[config.mk]
export PLATFORM = sky130hd
export DESIGN_NAME = key_counter
export DESIGN_NICKNAME = d
export VERILOG_FILES = /design/src/rtl/key_counter.sv
export SDC_FILE = /design/constraint.sdc
export NUM_CORES = 1
export LEC_CHECK = 0
export BUFFER_PORTS_ARGS = -buffer_cell sky130_fd_sc_hd__buf_2
export CAP_MARGIN = 15
export CORE_ASPECT_RATIO = 0.75
export CORE_MARGIN = 2
export CORE_UTILIZATION = 55
export DETAILED_ROUTE_END_ITERATION = 8
export GPL_TIMING_DRIVEN = 0
export MAX_ROUTING_LAYER = met4
export PLACE_DENSITY = 0.74
export SLEW_MARGIN = 20
export SYNTH_ARGS = -nofsm -noshare
export SYNTH_HDL_FRONTEND = slang
export SYNTH_SLANG_ARGS = --single-unit
[constraint.sdc]
create_clock -name clk -period 2.3 [get_ports clk]
set_input_delay 0.23 -clock clk [delete_from_list [all_inputs] [get_ports clk]]
set_output_delay 0.23 -clock clk [all_outputs]
set_load 0.01 [all_outputs]
[src/rtl/key_counter.sv]
// rtl/key_counter.sv - debounced up/down push-button counter with wrap or saturate
//
// key_counter_debounce: one key channel (synchronizer + debounce FSM + press strobe)
//   clk      in   clock
//   rst_n    in   synchronous active-low reset
//   key_n    in   raw active-low key, asynchronous, bouncing
//   pulse    out  one-cycle strobe per qualified press
//
// key_counter: top level
//   clk      in   clock
//   rst_n    in   synchronous active-low reset
//   key_up_n in   raw active-low increment key
//   key_dn_n in   raw active-low decrement key
//   clr      in   synchronous count clear
//   count    out  4-bit registered count
//   up_pulse out  qualified up press strobe
//   dn_pulse out  qualified down press strobe
//   wrap_evt out  strobe in the cycle a wrapped value first appears on count

module key_counter_debounce #(
    parameter int DEBOUNCE_CYCLES = 50000
) (
    input  logic clk,
    input  logic rst_n,
    input  logic key_n,
    output logic pulse
);
    localparam int CW = (DEBOUNCE_CYCLES > 2) ? $clog2(DEBOUNCE_CYCLES) : 1;
    localparam logic [CW-1:0] LAST = CW'(DEBOUNCE_CYCLES - 1);

    typedef enum logic [1:0] {
        IDLE,
        PRESS_WAIT,
        PRESSED,
        RELEASE_WAIT
    } state_t;

    state_t        state, state_nx;
    logic [CW-1:0] cnt, cnt_nx;
    logic          pulse_nx;
    logic          key_meta, key_s;

    always_comb begin
        state_nx = state;
        cnt_nx   = cnt;
        pulse_nx = 1'b0;
        case (state)
            IDLE: begin
                if (!key_s) begin
                    state_nx = PRESS_WAIT;
                    cnt_nx   = '0;
                end
            end
            PRESS_WAIT: begin
                if (key_s) begin
                    state_nx = IDLE;
                    cnt_nx   = '0;
                end else if (cnt == LAST) begin
                    // The strobe is registered together with the state change,
                    // so it is high in exactly the cycle after qualification.
                    state_nx = PRESSED;
                    cnt_nx   = '0;
                    pulse_nx = 1'b1;
                end else begin
                    cnt_nx = cnt + CW'(1);
                end
            end
            PRESSED: begin
                if (key_s) begin
                    state_nx = RELEASE_WAIT;
                    cnt_nx   = '0;
                end
            end
            RELEASE_WAIT: begin
                if (!key_s) begin
                    // Release bounce: return to PRESSED silently.
                    state_nx = PRESSED;
                    cnt_nx   = '0;
                end else if (cnt == LAST) begin
                    state_nx = IDLE;
                    cnt_nx   = '0;
                end else begin
                    cnt_nx = cnt + CW'(1);
                end
            end
            default: begin
                state_nx = IDLE;
                cnt_nx   = '0;
            end
        endcase
    end

    always_ff @(posedge clk) begin
        if (!rst_n) begin
            key_meta <= 1'b1;
            key_s    <= 1'b1;
            state    <= IDLE;
            cnt      <= '0;
            pulse    <= 1'b0;
        end else begin
            key_meta <= key_n;
            key_s    <= key_meta;
            state    <= state_nx;
            cnt      <= cnt_nx;
            pulse    <= pulse_nx;
        end
    end
endmodule

module key_counter #(
    parameter int DEBOUNCE_CYCLES = 50000,
    parameter bit WRAP            = 1'b1
) (
    input  logic       clk,
    input  logic       rst_n,
    input  logic       key_up_n,
    input  logic       key_dn_n,
    input  logic       clr,
    output logic [3:0] count,
    output logic       up_pulse,
    output logic       dn_pulse,
    output logic       wrap_evt
);
    key_counter_debounce #(.DEBOUNCE_CYCLES(DEBOUNCE_CYCLES)) u_up (
        .clk   (clk),
        .rst_n (rst_n),
        .key_n (key_up_n),
        .pulse (up_pulse)
    );

    key_counter_debounce #(.DEBOUNCE_CYCLES(DEBOUNCE_CYCLES)) u_dn (
        .clk   (clk),
        .rst_n (rst_n),
        .key_n (key_dn_n),
        .pulse (dn_pulse)
    );

    // Counting consumes the registered strobes, so the new value shows up
    // one cycle after the pulse. Simultaneous up and down cancel out.
    always_ff @(posedge clk) begin
        if (!rst_n) begin
            count    <= 4'd0;
            wrap_evt <= 1'b0;
        end else begin
            wrap_evt <= 1'b0;
            if (clr) begin
                count <= 4'd0;
            end else if (up_pulse && !dn_pulse) begin
                if (count == 4'hF) begin
                    if (WRAP) begin
                        count    <= 4'd0;
                        wrap_evt <= 1'b1;
                    end
                end else begin
                    count <= count + 4'd1;
                end
            end else if (dn_pulse && !up_pulse) begin
                if (count == 4'h0) begin
                    if (WRAP) begin
                        count    <= 4'hF;
                        wrap_evt <= 1'b1;
                    end
                end else begin
                    count <= count - 4'd1;
                end
            end
        end
    end
endmodule

==> impl_results.md <==
* Status: completed
* FMAX at roughly 470 MHz
* GRT overflow at 0
* I/O pin total at 12
* Die Span X at between 80 and 90 µm
* Post-Route Setup TNS at 0 ns
* Die Ht at about 63 µm
* Worst Setup Start Kind: register
* Final Critical Period at roughly 2.1 ns
* Worst skew pair latency at ~0.3 ns
* Number of enable flip-flop cells after synthesis at 0
* Initial DRC Count at 356
* TritonCTS Sinks at between 40 and 50
* Die ar. at 5240 µm²
* Initial antenna violation count at 0
* Remaining antenna violation count at 0
* # DRC at 0
* Std cell rows at 21
* RSZ-0062 raised after global routing: no
* CTS Buf Count at 5
* Worst hold slack at ~0.10 ns
* Initial DRT Pass Iterations at 5
* CTS Hold Bufs at 0
* Most used DFF post-synth: dfxtp_1
* Most frequent cells in the layout: 47 x dfxtp_1, 30 x a31oi_1, 27 x nand3_1
* Net count reported at finish at 340
* CP endpoint kind: register
* DR vias/cell at roughly 6.5
* Maximum Capacitance Violations at 0
* Power Density at ~500 nW/µm²
* CP Data Required Time at around 2.5 ns
* Synth area leader: dfxtp_1
* GRT Overall Usage at 24.9%
* Post-synth cell types at 54
* Syn_area_per_cell at a little over 8 µm²
* CTS clk-pin slew, worst paths at 0.08 ns
* Clk root buf: clkbuf_8
* Cells resized by post-CTS repair at 0
* Max clock buf depth at 2
* Layout Utilization at 62.1%
* Peak supply drop at approximately 0.44 mV
* Final HPWL DP at between 4000 and 5000 µm
* Area delta synth->final at 7.88%
* Number of I/O port buffers at 10
* #FFs+latches synth at 47
* Final hold viol count at 0
* Asr flop ratio synth at 0%
* Slew HR at 54.7%
* P_leak at 0.000948 µW
* Ys Warns at 0
* Syn Nets at 323
* Seq/Total Area, Yosys at 36.6%
* Pin count of the biggest net entering global routing at 14
* # setup viols final at 0
* Antenna cell count at 0
* Clk_skew at ~0.0052 ns
* H-tree depth at 2
* CP Max Fanout at 10
* Pins Over Slew Limit at 0
* CTS tree: built
* Slew @ Worst Pin at 0.674 ns
* Post-CTS setup repair buffer count at 0
* Vias in the first global route at 2141
* Hold WC Path Type: in -> reg
* Average wire per standard cell at about 15 µm
* Core area at approximately 4500 µm²
* Initial core utilization at 57.6%
* First-pass GRT wire length at ~10000 µm
* Synthesized cell area at about 2600 µm²
* Synth area leaders: dfxtp_1 37%, a31oi_1 7.3%, nand3_1 5.3%
* Routed wire length at roughly 6000 µm
* Total number of vias at roughly 2500
* Post-synthesis cell count at 310
* GPL Wtd Cong at 0.914
* Fillers at 400
* Tcrit/Tclk final at between 90% and 100%
* Crit path kind: reg -> reg
* WP data arrival at around 2.3 ns
* Yosys top cell area share at approximately 37%
* Layout cells sized above 1 at under 10%
* Most common cell after layout, fill and taps aside: dfxtp_1
## sequential cells by signal (all words and copies together) (netlist names), named ones only
signal,count
u_dn.pulse,1
u_up.key_s,1
u_dn.key_meta,1
count,4
wrap_evt,1
u_up.key_meta,1
u_up.cnt,16
u_dn.key_s,1
u_dn.state,1
u_dn.cnt,16
u_up.pulse,1
u_up.state,1
## per-layer routing
metal  track usage [%]  vias to the layer above  share of wire (%)  wire [µm]
li1                  -                     1235                  -          -
met1              38.9                     1131                 53       3170
met2              30.3                      116                 37       2190
met3              6.16                        9                8.6        513
met4              8.40                        0                1.3         76
met5                 -                        -                  0          0
## cell families (layout without fill, tap and decap cells)
logic type,count (synthesis),after routing,share of synthesized area [%]
AO/OA/AOI/OAI,71,71,18.5
buffers and inverters,29,47,4.53
AND/OR/NAND/NOR,144,144,32.6
flip-flops,47,47,36.6
multiplexers,3,3,1.17
adder cells (fa/ha/maj),8,8,3.89
XOR/XNOR,8,8,2.73
## Yosys cell counts, types with 4 or more instances
library cell and n:
o211ai_1 5, and4_1 4, xnor2_1 6, dfxtp_1 47
nand3_1 27, inv_1 12, nand2_1 26, a21boi_0 6
buf_2 5, nor3_1 5, o21ai_0 7, a31oi_1 30
clkbuf_1 10, nor4_1 8, ha_1 8, and3_1 6
nor2_1 13, nand2b_1 10, nand4_1 17, a21oi_1 7
or4_1 4
## worst paths after layout
| check | slack (ns) | depth (start not counted) | to | startpoint |
|---|---|---|---|---|
| min reg2reg | 0.41 | 1 | u_up.key_s | u_up.key_meta |
| max | 0.18 | 6 | u_up.cnt[10] | u_up.cnt[0] |
| min | 0.10 | 2 | u_up.key_meta | key_up_n |
| max reg2reg | 0.18 | 6 | u_up.cnt[10] | u_up.cnt[0] |
## worst max-delay path, cell delays in order (launching register included)
cell      delay [ns]
dfxtp_1         0.40
ha_1            0.27
and3_2          0.24
nand4_1         0.25
clkbuf_1        0.43
nand2_1         0.23
o221ai_1        0.22
## where the power goes
group	total [µW]	leakage (µW)	switching (µW)	internal, µW
Combinational	48.1	0.000527	34.2	13.9
Sequential	820	0.000380	2.80	818
Clock	486	0.0000422	272	214
Total	1350	0.000948	309	1050
## metrics by stage
| step | cells | setup WS (ns) | area, µm² | power, µW |
|---|---|---|---|---|
| finish | 385 | 0.176 | 2770 | 1350 |
| global route | 385 | 0.0830 | 2770 | 1420 |
| CTS | 385 | 0.275 | 2770 | 1370 |
| detailed placement | 377 | 0.306 | 2690 | 887 |
| global placement | 377 | 0.292 | 2690 | 887 |
| floorplan | 310 | 0.504 | 2570 | 872 |
## area by class of cell
class / count / area, µm² / share of cell area [%]
multi-input combinational: 234 / 1510 / 54.6
buffer: 17 / 71.3 / 2.57
tap: 57 / 71.3 / 2.57
timing repair buffer: 10 / 50.0 / 1.80
sequential: 47 / 941 / 33.9
clock inverter: 1 / 5.00 / 0.180
clock buffer: 7 / 76.3 / 2.75
inverter: 12 / 45.0 / 1.62
(Power assumes the default switching activity.)
